<file path="src/rtl/control_sequencer.sv">
// Hardwired control unit for the phase-2 CPU datapath: a three-state fetch followed by
// an opcode-dependent execute of up to five states, looping until halt or reset.
module control_sequencer #(
  parameter logic [4:0] ADD_OP = 5'b00011
) (
  input  logic        clk,
  input  logic        clr,
  input  logic [31:0] IR,
  input  logic        CON_FF,
  output logic        PCout,
  output logic        ZHighOut,
  output logic        ZLowOut,
  output logic        MDRout,
  output logic        Rout,
  output logic        BAout,
  output logic        Cout,
  output logic        MARin,
  output logic        MDRin,
  output logic        IRin,
  output logic        Yin,
  output logic        Zin,
  output logic        PCin,
  output logic        Rin,
  output logic        HIin,
  output logic        LOin,
  output logic        CONin,
  output logic        Gra,
  output logic        Grb,
  output logic        Grc,
  output logic        IncPC,
  output logic        Read,
  output logic        Write,
  output logic [4:0]  operation,
  output logic        Run
);

  typedef enum logic [3:0] {
    ST_RST,
    ST_T0,
    ST_T1,
    ST_T2,
    ST_T3,
    ST_T4,
    ST_T5,
    ST_T6,
    ST_T7,
    ST_HALT
  } state_t;

  localparam logic [4:0] OP_LD   = 5'b00000;
  localparam logic [4:0] OP_LDI  = 5'b00001;
  localparam logic [4:0] OP_ST   = 5'b00010;
  localparam logic [4:0] OP_ADD  = 5'b00011;
  localparam logic [4:0] OP_SUB  = 5'b00100;
  localparam logic [4:0] OP_AND  = 5'b00101;
  localparam logic [4:0] OP_OR   = 5'b00110;
  localparam logic [4:0] OP_ADDI = 5'b01100;
  localparam logic [4:0] OP_ANDI = 5'b01101;
  localparam logic [4:0] OP_ORI  = 5'b01110;
  localparam logic [4:0] OP_BR   = 5'b10010;
  localparam logic [4:0] OP_HALT = 5'b11010;

  state_t     state_reg;
  state_t     state_next;
  logic [4:0] opcode;
  logic       ir_unused;

  logic       is_ld;
  logic       is_ldi;
  logic       is_st;
  logic       is_alu;
  logic       is_imm;
  logic       is_br;
  logic       is_halt;
  logic       is_addr;
  logic [4:0] imm_op;

  assign opcode    = IR[31:27];
  assign ir_unused = ^IR[26:0];

  // Opcode classes; anything not matched falls through as a nop.
  always_comb begin
    is_ld   = 1'b0;
    is_ldi  = 1'b0;
    is_st   = 1'b0;
    is_alu  = 1'b0;
    is_imm  = 1'b0;
    is_br   = 1'b0;
    is_halt = 1'b0;
    imm_op  = 5'b00000;
    case (opcode)
      OP_LD:   is_ld   = 1'b1;
      OP_LDI:  is_ldi  = 1'b1;
      OP_ST:   is_st   = 1'b1;
      OP_ADD, OP_SUB, OP_AND, OP_OR: is_alu = 1'b1;
      OP_ADDI: begin is_imm = 1'b1; imm_op = 5'b00011; end
      OP_ANDI: begin is_imm = 1'b1; imm_op = 5'b00101; end
      OP_ORI:  begin is_imm = 1'b1; imm_op = 5'b00110; end
      OP_BR:   is_br   = 1'b1;
      OP_HALT: is_halt = 1'b1;
      default: ;
    endcase
    is_addr = is_ld | is_ldi | is_st;
  end

  always_comb begin
    state_next = state_reg;
    case (state_reg)
      ST_RST:  state_next = ST_T0;
      ST_T0:   state_next = ST_T1;
      ST_T1:   state_next = ST_T2;
      ST_T2:   state_next = ST_T3;
      ST_T3: begin
        if (is_halt)
          state_next = ST_HALT;
        else if (is_addr | is_alu | is_imm | is_br)
          state_next = ST_T4;
        else
          state_next = ST_T0;
      end
      ST_T4:   state_next = ST_T5;
      ST_T5:   state_next = (is_ld | is_st | is_br) ? ST_T6 : ST_T0;
      ST_T6:   state_next = (is_ld | is_st) ? ST_T7 : ST_T0;
      ST_T7:   state_next = ST_T0;
      ST_HALT: state_next = ST_HALT;
      default: state_next = ST_RST;
    endcase
  end

  always_ff @(posedge clk) begin
    if (!clr)
      state_reg <= ST_RST;
    else
      state_reg <= state_next;
  end

  // Strobes are decoded from the current state; IR and CON_FF only steer execute states.
  always_comb begin
    PCout     = 1'b0;
    ZHighOut  = 1'b0;
    ZLowOut   = 1'b0;
    MDRout    = 1'b0;
    Rout      = 1'b0;
    BAout     = 1'b0;
    Cout      = 1'b0;
    MARin     = 1'b0;
    MDRin     = 1'b0;
    IRin      = 1'b0;
    Yin       = 1'b0;
    Zin       = 1'b0;
    PCin      = 1'b0;
    Rin       = 1'b0;
    HIin      = 1'b0;
    LOin      = 1'b0;
    CONin     = 1'b0;
    Gra       = 1'b0;
    Grb       = 1'b0;
    Grc       = 1'b0;
    IncPC     = 1'b0;
    Read      = 1'b0;
    Write     = 1'b0;
    operation = 5'b00000;
    Run       = 1'b0;
    case (state_reg)
      ST_T0: begin
        Run   = 1'b1;
        PCout = 1'b1;
        MARin = 1'b1;
        IncPC = 1'b1;
        Zin   = 1'b1;
      end
      ST_T1: begin
        Run     = 1'b1;
        ZLowOut = 1'b1;
        PCin    = 1'b1;
        Read    = 1'b1;
        MDRin   = 1'b1;
      end
      ST_T2: begin
        Run    = 1'b1;
        MDRout = 1'b1;
        IRin   = 1'b1;
      end
      ST_T3: begin
        Run = 1'b1;
        if (is_addr) begin
          Grb   = 1'b1;
          BAout = 1'b1;
          Yin   = 1'b1;
        end else if (is_alu | is_imm) begin
          Grb  = 1'b1;
          Rout = 1'b1;
          Yin  = 1'b1;
        end else if (is_br) begin
          Gra   = 1'b1;
          Rout  = 1'b1;
          CONin = 1'b1;
        end
      end
      ST_T4: begin
        Run = 1'b1;
        if (is_addr) begin
          Cout      = 1'b1;
          Zin       = 1'b1;
          operation = ADD_OP;
        end else if (is_alu) begin
          Grc       = 1'b1;
          Rout      = 1'b1;
          Zin       = 1'b1;
          operation = opcode;
        end else if (is_imm) begin
          Cout      = 1'b1;
          Zin       = 1'b1;
          operation = imm_op;
        end else if (is_br) begin
          PCout = 1'b1;
          Yin   = 1'b1;
        end
      end
      ST_T5: begin
        Run = 1'b1;
        if (is_ld | is_st) begin
          ZLowOut = 1'b1;
          MARin   = 1'b1;
        end else if (is_ldi | is_alu | is_imm) begin
          ZLowOut = 1'b1;
          Gra     = 1'b1;
          Rin     = 1'b1;
        end else if (is_br) begin
          Cout      = 1'b1;
          Zin       = 1'b1;
          operation = ADD_OP;
        end
      end
      ST_T6: begin
        Run = 1'b1;
        if (is_ld) begin
          Read  = 1'b1;
          MDRin = 1'b1;
        end else if (is_st) begin
          // Read stays low so MDR captures the register value from the bus.
          Gra   = 1'b1;
          Rout  = 1'b1;
          MDRin = 1'b1;
        end else if (is_br && CON_FF) begin
          ZLowOut = 1'b1;
          PCin    = 1'b1;
        end
      end
      ST_T7: begin
        Run = 1'b1;
        if (is_ld) begin
          MDRout = 1'b1;
          Gra    = 1'b1;
          Rin    = 1'b1;
        end else if (is_st) begin
          Write = 1'b1;
        end
      end
      default: ;
    endcase
  end

endmodule

</file>
<file path="config.mk">
export PLATFORM = sky130hd
export DESIGN_NAME = control_sequencer
export DESIGN_NICKNAME = d
export VERILOG_FILES = /design/src/rtl/control_sequencer.sv
export SDC_FILE = /design/constraint.sdc
export NUM_CORES = 1
export LEC_CHECK = 0
export BUFFER_PORTS_ARGS = -buffer_cell sky130_fd_sc_hd__buf_4
export CAP_MARGIN = 20
export CORE_MARGIN = 3
export CORE_UTILIZATION = 38
export CTS_CLUSTER_DIAMETER = 80
export DETAILED_ROUTE_END_ITERATION = 12
export PLACE_DENSITY_LB_ADDON = 0.25
export SETUP_SLACK_MARGIN = 0.15
export SLEW_MARGIN = 0
export SYNTH_ARGS = -nofsm -noshare
export SYNTH_HDL_FRONTEND = slang
export SYNTH_SLANG_ARGS = --single-unit
</file>
<file path="constraint.sdc">
create_clock -name clk -period 1.8 [get_ports clk]
set_clock_uncertainty 0.1 [all_clocks]
set_input_delay 0.09 -clock clk [delete_from_list [all_inputs] [get_ports clk]]
set_output_delay 0.09 -clock clk [all_outputs]
set_load 0.05 [all_outputs]
</file>
== Word-level counts from Yosys, hierarchy flattened ==
Cells that the tools add are included.

* Flip-flop bits (word level): 4
* Input port bits: 35
* Output and inout bits: 29
* Word-level logic and storage cells: 110

* Equality and inequality tests: 20
* Mux-type cells: 72
* Bitwise operators: 10
* Reduce and logical (&&, ||, !) cells: 7

{| class="wikitable"
|+ Operators by type and width
! kind !! count
|-
| 2-to-1 mux 1 bit || 46
|-
| case mux 4 bit (9 select lines) || 1
|-
| case mux 1 bit (2 select lines) || 9
|-
| equality test 4 x 3 -> 1 bit (second input constant) || 4
|-
| equality test 5 x 3 -> 1 bit (second input constant) || 3
|-
| equality test 5 x 4 -> 1 bit (second input constant) || 3
|-
| 2-to-1 mux 5 bit || 3
|-
| equality test 5 x 2 -> 1 bit (second input constant) || 2
|-
| equality test 5 bit (second input constant) || 2
|-
| OR 1 bit || 10
|-
| case mux 5 bit (2 select lines) || 1
|-
| case mux 1 bit (3 select lines) || 3
|-
| case mux 3 bit (3 select lines) || 1
|-
| equality test 4 x 2 -> 1 bit (second input constant) || 2
|-
| equality test 4 bit (second input constant) || 2
|-
| 2-to-1 mux 4 bit || 2
|-
| OR reduction 8 bit || 1
|-
| 2-to-1 mux 2 bit || 3
|-
| 2-to-1 mux 3 bit || 2
|-
| equality test 5 x 1 -> 1 bit (second input constant) || 1
|-
| logical NOT 5 bit || 1
|-
| equality test 4 x 1 -> 1 bit (second input constant) || 1
|-
| logical NOT 4 bit || 1
|-
| case mux 1 bit (4 select lines) || 1
|-
| 4 further kinds || 4
|}

== Depth between registers and ports, before layout ==
Gate-level depths: netlist (run 1).

* Word-level depth: 10
* Gate-level depth with buffers: 6
* Mapped depth without buffers: 4

== Least setup slack after synthesis (run 1) ==
No wires, ideal clock.

* Path kind: reg2out
* Start: register state_reg[3]
* End: output BAout
* Data arrival time: 2.598 ns
* Data required time: 1.610 ns
* Setup slack: -0.988 ns
* Cell stages (with the launch flop): 5
* Buffers on the path: 1
* Cells stage by stage: dfxtp_1 > buf_2 > nand2b_4 > or3_1 > nor4b_1

* Cells in the longest elaborated chain, start to end: 2

{| class="wikitable"
|+ Ends and longest elaborated chain
! element !! RTL line !! source
|-
| start: declaration || 63 || <nowiki>state_t state_reg;</nowiki>
|-
| start signal: assignment || 134 || <nowiki>state_reg <= state_next;</nowiki>
|-
| equality test 4 x 3 -> 1 bit || 164 || <nowiki>case (state_reg)</nowiki>
|-
| 2-to-1 mux 1 bit || 164 ||
|-
| end: declaration || 15 || <nowiki>output logic BAout,</nowiki>
|}

Every way passes these cells.

== Worst setup path in the final report (run 1) ==
* Start: register state_reg[1]
* End: output Zin

* Cells in the longest elaborated chain, start to end: 2
* Elaborated cells on any way between the ends: 4
* Classes of those cells: eq/ne (3); mux (1)

{| class="wikitable"
|+ Ends and longest elaborated chain
! element !! RTL line !! source
|-
| equality test 4 x 3 -> 1 bit / equality test 4 x 1 -> 1 bit (equally long branches) || 164 ||
|-
| case mux 1 bit (3 select lines) (*) || 164 ||
|-
| end: declaration || 21 || <nowiki>output logic Zin,</nowiki>
|}

Mark *: on every way between the ends. The rest lies on a longest branch, timed or not.

==> flow_summary_export.csv, run 1 <==
group,metric,value,unit
run_status,status,"finished, final reports clean",
floorplan,core.rowCount,15,
routing,highest_layer,"met4",
layout,largest_reg_flops,4,
run,cap_violations,0,
critical_path,critPathTopFamily,"simple AND/OR/NAND/NOR gates",
routing,first_pass_iters,4,
floorplan,fp.dieH,51.3,µm
power,power_leakage,0.620,nW
synth,synth_ff_type,"dfxtp_1",
layout,fillCellCount,103,
layout,nets,195,
synth,synthArstFlopShare,0,%
power,ir_worst_vdd,0.000746,V
critical_path,cp_max_fo,6,
floorplan,start_util,42.4,%
clocking,cts_tree,"built",
placed_design,port_buffers,31,
synth,yosys-top-cells-area,"dfxtp_1 (10%), nor2_1 (5.8%), nand2b_1 (5.6%)",
power,combPwrFrac,74.9,%
layout,synthToLayoutAreaGrowth,95.5,%
placed_design,gp_congestion,0.888,
synth,synth-seq-cells,4,
synth,synth_cell_types,44,
min_path,hold_end,"state_reg[2]",
placed_design,post-place-ws,0.0468,ns
min_path,holdPathStages,5,
sta,grt_setup_unrepaired,"true",
critical_path,crit_buf_inv,3,
routing,wl_met2,1.63,mm
sta,final.min_clock_period,1.79,ns
floorplan,die_w,51.3,µm
grt,antenna_found_initial,0,
min_path,hp-start,"IR[31]",
clocking,cts-root-buf,"clkbuf_4",
critical_path,r2r_cells,5,
sta,min_period_over_period,99.6,%
power,p_int,0.000445,W
grt,grt_pass1_wl,4.46,mm
routing,wl_per_cell,16.8,µm
sta,slew_viol_final,0,
power,power.total,0.000928,W
sta,setup_viol,0,
sta,max_freq,0.558,GHz
routing,route.met3.wl,188,µm
synth,netlist_instances,114,
power,p_sw_share,52.0,%
min_path,min-delay-path-class,"in -> reg",
synth,synth-edff-count,0,
routing,vias,1059,
grt,grt-ovfl-total,0,
routing,wl_met1,1.20,mm
critical_path,critPathCaptureType,"primary output",
critical_path,path_cells,"inv_2 > or3_4 > nor3_4 > buf_4 > or2_4 > buf_8",
critical_path,critPathArrivalTime,1.60,ns
grt,grt_pass1_vias,974,
floorplan,core,1840,µm²
critical_path,rrSetupSlack,0.27,ns
routing,drt_iter0_markers,25,
synth,synth_top_area_cell,"dfxtp_1",
critical_path,startpoint_type,"flop",
clocking,clk_pin_slew,0.04,ns
critical_path,crit_required,1.61,ns
clocking,h-tree-depth,1,
clocking,clock_latency,0.23,ns
grt,grt_max_degree,13,
critical_path,slowest_delay,0.42,ns
power,power_switching,0.000483,W
routing,drt-total-wl,3.08,mm
layout,antennaDiodeCount,0,
synth,yosys.area.top_type_share,10.3,%
clocking,numCtsBuffers,3,
critical_path,critPathSlowestCell,"or3_4",
sta,finalHoldViolCount,0,
grt,grt_usage,21.9,%
sta,tns,0,ns
critical_path,timing.rr.end,"state_reg[3]",
critical_path,worstSetupPathType,"reg -> out",
placed_design,dpl.hpwl,1.91,mm
power,power_frac_clock,11.9,%
sta,setup_ws,0.00755,ns
synth,ys_warn_count,0,
power,seqPwrFrac,13.2,%
power,p_per_area,608,nW/µm²
clocking,cts.path.max_buffers,2,
floorplan,dieArea,2630,µm²
routing,ant_nets,0,
layout,drive_above_1_share,66.5,%
layout,regArea,91.3,µm²
synth,syn_avg_cell_area,6.85,µm²
synth,yosysSeqAreaShare,10.3,%
synth,syn_area,781,µm²
routing,routed_via_density,5.79,
layout,multi_input_area,867,µm²
critical_path,r2r_start,"state_reg[0]",
floorplan,num_io_pins,64,
layout,utilization,83.0,%
routing,drc_errors,0,
clocking,cts_sinks,4,
[tightest hold or removal path, delay by kind of cell]
kind	cells	cell delay, ns
and+or+nand+nor	3	0.24
AOI/OAI and AO/OA	1	0.13
buffers and inverters	1	0.14
[metrics by stage]
stage	instance area (µm²)	cells	hold slack, ns
floorplan	946	118	0.112
global placement	1200	172	0.226
detailed placement	1200	172	0.236
CTS	1400	179	0.304
global route	1530	183	0.328
finish	1530	183	0.311
[per-layer routing]
| layer | track usage, % | vias to the layer above |
|---|---|---|
| li1 | - | 498 |
| met5 | 0 | - |
| met3 | 2.04 | 4 |
| met2 | 39.7 | 54 |
| met1 | 26.8 | 503 |
| met4 | 6.99 | 0 |
[cell families after synthesis]
kind of cell	after synthesis	share of synthesized area (%)
compound gates	28	24.5
xor+xnor	2	2.24
buf+inv	17	13.8
flops	4	10.3
mux	1	1.92
other cells	1	0.480
simple gates	61	46.8
[Yosys cell counts (3+ instances only)]
| cell type | number |
|---|---|
| a21oi_1 | 8 |
| nor2_1 | 12 |
| nor2b_1 | 3 |
| o21ai_0 | 3 |
| nor3_1 | 6 |
| clkbuf_1 | 5 |
| nand3_1 | 4 |
| buf_4 | 5 |
| nor3_2 | 3 |
| nand2_1 | 6 |
| dfxtp_1 | 4 |
| nand2b_1 | 7 |
| buf_6 | 3 |
| o22ai_1 | 3 |
[layout by cell type (no fill, tap or decap), drive strengths merged, types with 3 or more instances in the layout]
cell type	netlist	layout
a21oi	8	8
and2	3	3
buf	10	51
clkbuf	5	3
conb	1	5
dfxtp	4	4
nand2	6	6
nand2b	8	8
nand3	4	4
nor2	12	12
nor2b	3	3
nor3	9	9
o21ai	3	3
o22ai	3	3
[how the worst max path moves through the flow]
stage                            start  end  slack (ns)  depth (start not counted)
final                     state_reg[1]  Zin       0.008                          6
after global routing      state_reg[1]  Zin       -0.04                          6
after CTS                 state_reg[1]  Gra        0.01                          5
after detailed placement  state_reg[1]  Zin        0.05                          5
after global placement    state_reg[1]  Zin        0.04                          5
after floorplan           state_reg[3]  Grb       -0.06                          4
[power by group through the flow]
| stage | clock [W] | combinational [W] | sequential [W] |
|---|---|---|---|
| finish | 0.000111 | 0.000695 | 0.000122 |
| global route | 0.000118 | 0.000727 | 0.000124 |
| CTS | 0.000116 | 0.000607 | 0.000122 |
| detailed placement | 0 | 0.000561 | 0.000116 |
| global placement | 0 | 0.000552 | 0.000116 |
| floorplan | 0 | 0.000427 | 0.000113 |
[repair_timing]
item | in CTS | in global routing
endpoints found under the setup margin | 18 | 22
hold buffers | 1 | 0
gates resized for setup | 40 | 22
pin swaps | 6 | 4
endpoints found under the hold margin | 1 | 0
gates cloned | 0 | 0
buffers inserted | 3 | 4
[area by class of cell]
type                            count  area share [%]
Sequential cell                     4            5.98
Multi-Input combinational cell     97            56.8
Inverter                            2           0.984
Timing Repair Buffer               52            32.7
Tap cell                           25            2.05
Clock buffer                        3            1.48
Note: power is estimated with default switching activity, not from simulation.
==> run 2: changes to the inputs <==
CORE_UTILIZATION = 40   (was 38)
CTS_BUF_LIST = sky130_fd_sc_hd__clkbuf_4   (was default)
REMOVE_ABC_BUFFERS = 1   (was default)
==> run 2 against run 1 <==
Effect of this change: worst hold slack better by 0.012 ns; clock power barely moved; die area fell by 4.4%; critical path depth decreased by 1; the run now ends with negative setup slack left; sequential power about the same; via count up 0.94%.
==> flow_summary_export.csv, run 2 (synthesized netlist as in run 1, its figures left out) <==
group,metric,value,unit
floorplan,fp.dieH,50.2,µm
min_path,hold_end,"state_reg[2]",
grt,grt_usage,23.7,%
power,power_switching,0.000469,W
floorplan,core.rowCount,15,
critical_path,r2r_cells,5,
power,power_leakage,0.595,nW
placed_design,dpl.hpwl,1.77,mm
floorplan,start_util,43.8,%
clocking,clock_latency,0.23,ns
layout,final_cell_mix,"buf_4 (27), buf_6 (18), nor2_1 (9)",
placed_design,gp_congestion,0.858,
critical_path,cp_max_fo,3,
grt,grt-ovfl-total,0,
layout,antennaDiodeCount,0,
clocking,cts_tree,"built",
grt,grt_pass1_wl,4.75,mm
critical_path,worstSetupPathType,"reg -> out",
power,power.total,0.000912,W
layout,nets,193,
clocking,numCtsBuffers,3,
sta,tns,-0.0452,ns
routing,drt-total-wl,3.09,mm
power,p_int,0.000443,W
power,p_per_area,640,nW/µm²
sta,grt_setup_unrepaired,"true",
critical_path,startpoint_type,"flop",
sta,min_period_over_period,101,%
critical_path,timing.rr.end,"state_reg[3]",
sta,worst_pin_slew,0.541,ns
sta,max_freq,0.552,GHz
layout,fillCellCount,117,
critical_path,r2r_start,"state_reg[2]",
grt,grt_max_degree,13,
min_path,hp-start,"IR[31]",
sta,setup_ws,-0.0107,ns
critical_path,critPathCaptureType,"primary output",
critical_path,crit_required,1.61,ns
run_status,violations,"negative setup slack",
layout,largest_reg_flops,4,
clocking,cts_sinks,4,
floorplan,die_w,50.2,µm
routing,wl_per_cell,17.1,µm
floorplan,dieArea,2520,µm²
layout,final_common_cell,"buf_4",
sta,final.min_clock_period,1.81,ns
sta,finalHoldViolCount,0,
routing,ant_nets,0,
clocking,cts-root-buf,"clkbuf_4",
routing,vias,1069,
placed_design,dp.cells,168,
run,cap_violations,0,
routing,routed_via_density,5.91,
power,seqPwrFrac,13.3,%
clocking,clk_pin_slew,0.04,ns
routing,drc_errors,0,
critical_path,rrSetupSlack,0.39,ns
power,ir_worst_vdd,0.000731,V
floorplan,core,1780,µm²
layout,layout.cells.non_filler,181,
sta,setup_viol,6,
sta,slew_viol_final,0,
grt,grt_pass1_vias,997,
clocking,cts.path.max_buffers,2,
placed_design,post-place-ws,0.0499,ns
min_path,holdPathStages,5,
power,power_frac_clock,12.0,%
grt,antenna_found_initial,0,
clocking,h-tree-depth,1,
critical_path,critPathArrivalTime,1.62,ns
floorplan,num_io_pins,64,
sta,relSlewSlack,63.6,%
min_path,min-delay-path-class,"in -> reg",
routing,first_pass_iters,4,
routing,drt_iter0_markers,44,
layout,drive_above_1_share,58.3,%
run_status,status,"finished, violations left",
layout,synthToLayoutAreaGrowth,82.7,%
power,p_sw_share,51.4,%
placed_design,port_buffers,31,
power,combPwrFrac,74.7,%
==> run 2: metal layers <==
layer / GRT usage, % / wire length [µm]
met5: 0 / 0
met4: 3.23 / 49
met3: 4.15 / 269
met2: 39.1 / 1550
met1: 32.5 / 1220
==> run 2: layout make-up <==
type | count | area, µm² | area share (%)
multi-input combinational | 97 | 795 | 55.7
clock buffer | 3 | 22.5 | 1.58
inverter | 2 | 7.51 | 0.526
tap | 25 | 31.3 | 2.19
timing repair buffer | 50 | 480 | 33.7
sequential | 4 | 90.1 | 6.32
==> run 2: power groups by stage <==
stage / logic, W / clock network (W) / registers (W)
3_3_place_gp: 0.000506 / 0 / 0.000119
5_1_grt: 0.000723 / 0.000120 / 0.000123
2_1_floorplan: 0.000326 / 0 / 0.000132
6_report: 0.000682 / 0.000110 / 0.000121
3_5_place_dp: 0.000512 / 0 / 0.000119
4_1_cts: 0.000605 / 0.000118 / 0.000120
==> run 2: worst max path at each step <==
stage	start	endpoint	slack, ns	cells after the start
6_report	state_reg[3]	Rin	-0.01	5
3_5_place_dp	state_reg[1]	operation[0]	0.05	5
2_1_floorplan	state_reg[2]	BAout	-1.03	3
5_1_grt	state_reg[1]	operation[1]	-0.09	4
4_1_cts	state_reg[3]	Rin	-0.02	5
3_3_place_gp	state_reg[1]	Zin	0.05	5
==> run 2: worst max-delay path: stages, from the launching register on <==
cell and delay, ns:
dfxtp_2 0.31, nand2b_4 0.14, or3_4 0.42, a211o_1 0.28, nand2_1 0.09, buf_6 0.16
==> run 2: through the flow <==
| stage | hold WS (ns) | cell area (µm²) | util [%] |
|---|---|---|---|
| 2_1_floorplan | 0.112 | 696 | - |
| 3_3_place_gp | 0.225 | 1040 | 58.3 |
| 3_5_place_dp | 0.220 | 1040 | 58.3 |
| 4_1_cts | 0.299 | 1290 | 72.6 |
| 5_1_grt | 0.327 | 1430 | 80.0 |
| 6_report | 0.323 | 1430 | 80.0 |
==> run 2: what timing repair did <==
action                                  in CTS  in global routing
pin swaps                                   13                  6
buffers inserted                             8                  1
endpoints found under the setup margin      19                 21
endpoints found under the hold margin        1                  0
hold buffers                                 1                  0
gates resized for setup                     38                 29
==> run 3: changes to the inputs <==
PLACE_DENSITY = 0.84   (was default)
PLACE_DENSITY_LB_ADDON = default   (was 0.25)
==> run 3 against run 2 <==
Effect of this change: the flow still finishes with violations (negative setup slack); clock power about the same; via count increased by 2.5%; sequential cell count unchanged; sequential power about the same.
==> flow_summary_export.csv, run 3 (synthesized netlist as in run 1, its figures left out) <==
group,metric,value,unit
clocking,numCtsBuffers,3,
power,power.total,0.000897,W
routing,routed_via_density,6.06,
power,power_leakage,0.587,nW
floorplan,dieArea,2520,µm²
power,power_frac_clock,12.6,%
grt,grt_usage,22.1,%
placed_design,gp_congestion,0.919,
layout,synthToLayoutAreaGrowth,79.0,%
floorplan,fp.dieH,50.2,µm
layout,final_common_cell,"buf_4",
critical_path,crit_required,1.61,ns
min_path,min-delay-path-class,"in -> reg",
critical_path,worstSetupPathType,"reg -> out",
critical_path,critPathTopFamily,"simple AND/OR/NAND/NOR gates",
grt,grt-ovfl-total,0,
critical_path,cp_max_fo,4,
layout,largest_reg_flops,4,
power,ir_worst_vdd,0.000472,V
power,p_per_area,642,nW/µm²
critical_path,slowest_delay,0.43,ns
sta,grt_setup_unrepaired,"true",
clocking,clk_pin_slew,0.04,ns
sta,max_freq,0.543,GHz
layout,final_cell_mix,"buf_4 (27), buf_6 (18), nor2_1 (10)",
layout,drive_above_1_share,58.3,%
floorplan,num_io_pins,64,
power,seqPwrFrac,13.6,%
power,power_switching,0.000467,W
sta,setup_viol,8,
sta,finalHoldViolCount,0,
layout,nets,193,
routing,first_pass_iters,4,
critical_path,critPathCaptureType,"primary output",
critical_path,critPathArrivalTime,1.65,ns
floorplan,core.rowCount,15,
placed_design,port_buffers,31,
floorplan,core,1780,µm²
power,p_sw_share,52.1,%
grt,antenna_found_initial,0,
sta,tns,-0.203,ns
sta,min_period_over_period,102,%
run_status,status,"finished, violations left",
clocking,clock_latency,0.23,ns
routing,drc_errors,0,
routing,vias,1096,
run_status,violations,"negative setup slack",
clocking,cts-root-buf,"clkbuf_4",
power,combPwrFrac,73.8,%
clocking,cts.path.max_buffers,2,
clocking,h-tree-depth,1,
grt,grt_pass1_vias,928,
grt,grt_max_degree,13,
grt,grt_pass1_wl,4.37,mm
sta,final.min_clock_period,1.84,ns
routing,drt_iter0_markers,54,
sta,setup_ws,-0.0422,ns
sta,slew_viol_final,0,
power,p_int,0.000430,W
clocking,cts_sinks,4,
layout,antennaDiodeCount,0,
routing,drt-total-wl,3.13,mm
placed_design,post-place-ws,0.0760,ns
floorplan,die_w,50.2,µm
placed_design,dpl.hpwl,1.78,mm
routing,ant_nets,0,
floorplan,start_util,43.8,%
clocking,cts_tree,"built",
run,cap_violations,0,
critical_path,startpoint_type,"flop",
critical_path,path_cells,"nand2b_4 > or3_4 > a211o_1 > nand2_1 > buf_6",
critical_path,crit_buf_inv,1,
critical_path,critPathSlowestCell,"or3_4",
routing,wl_per_cell,17.3,µm
-- run 3: changes by cell type in the layout (fill, tap and decap cells not counted), moves of 2 or more --
cell,change
nand2b_1,-2
nand2b_4,+2
nor2_4,-2
nor3_4,-2
-- run 3: layout make-up --
class,count,area (µm²)
tap,25,31.3
multi-input combinational,97,767
sequential,4,88.8
inverter,2,7.51
fill,109,385
clock buffer,3,22.5
timing repair buffer,50,480
-- run 3: final timing paths --
path	cells past startpoint	endpoint	slack, ns	start
setup / recovery	5	Rin	-0.04	state_reg[3]
hold / removal	5	state_reg[2]	0.32	IR[31]
setup reg to reg	5	state_reg[3]	0.23	state_reg[0]
hold reg to reg	3	state_reg[1]	0.63	state_reg[0]
-- run 3: power groups by stage --
stage          Clock (W)  Combinational, W  Sequential, W
6_report        0.000113          0.000662       0.000122
5_1_grt         0.000123          0.000693       0.000123
3_5_place_dp           0          0.000507       0.000114
2_1_floorplan          0          0.000326       0.000132
3_3_place_gp           0          0.000497       0.000113
4_1_cts         0.000115          0.000562       0.000116
-- run 3: layer usage --
layer / track usage [%] / vias to the layer above / part of all wire [%]
met1: 30.3 / 524 / 39
met5: 0 / - / 0
li1: - / 495 / -
met3: 5.04 / 10 / 7.3
met4: 6.45 / 0 / 2.2
met2: 34.1 / 67 / 51
-- run 3: repair_timing --
action | CTS | global route
hold buffers | 1 | 0
endpoints found under the hold margin | 1 | 0
setup buffers | 2 | 6
endpoints found under the setup margin | 17 | 19
gates resized for setup | 39 | 26
pin swaps | 14 | 6
-- run 3: metrics by stage --
| stage | cell area, µm² | hold slack (ns) | utilization, % | instances |
|---|---|---|---|---|
| after CTS | 1230 | 0.298 | 69.3 | 175 |
| after floorplan | 696 | 0.112 | - | 103 |
| after global routing | 1400 | 0.356 | 78.4 | 181 |
| after global placement | 1030 | 0.226 | 58.0 | 169 |
| final | 1400 | 0.318 | 78.4 | 181 |
| after detailed placement | 1030 | 0.228 | 58.0 | 169 |
-- run 3: worst register-to-register path, cell delays in order, from the launching register on --
cell      delay [ns]
dfxtp_4         0.37
buf_12          0.15
nor3b_1         0.27
nand4_1         0.18
o221ai_1        0.24
and3_1          0.19
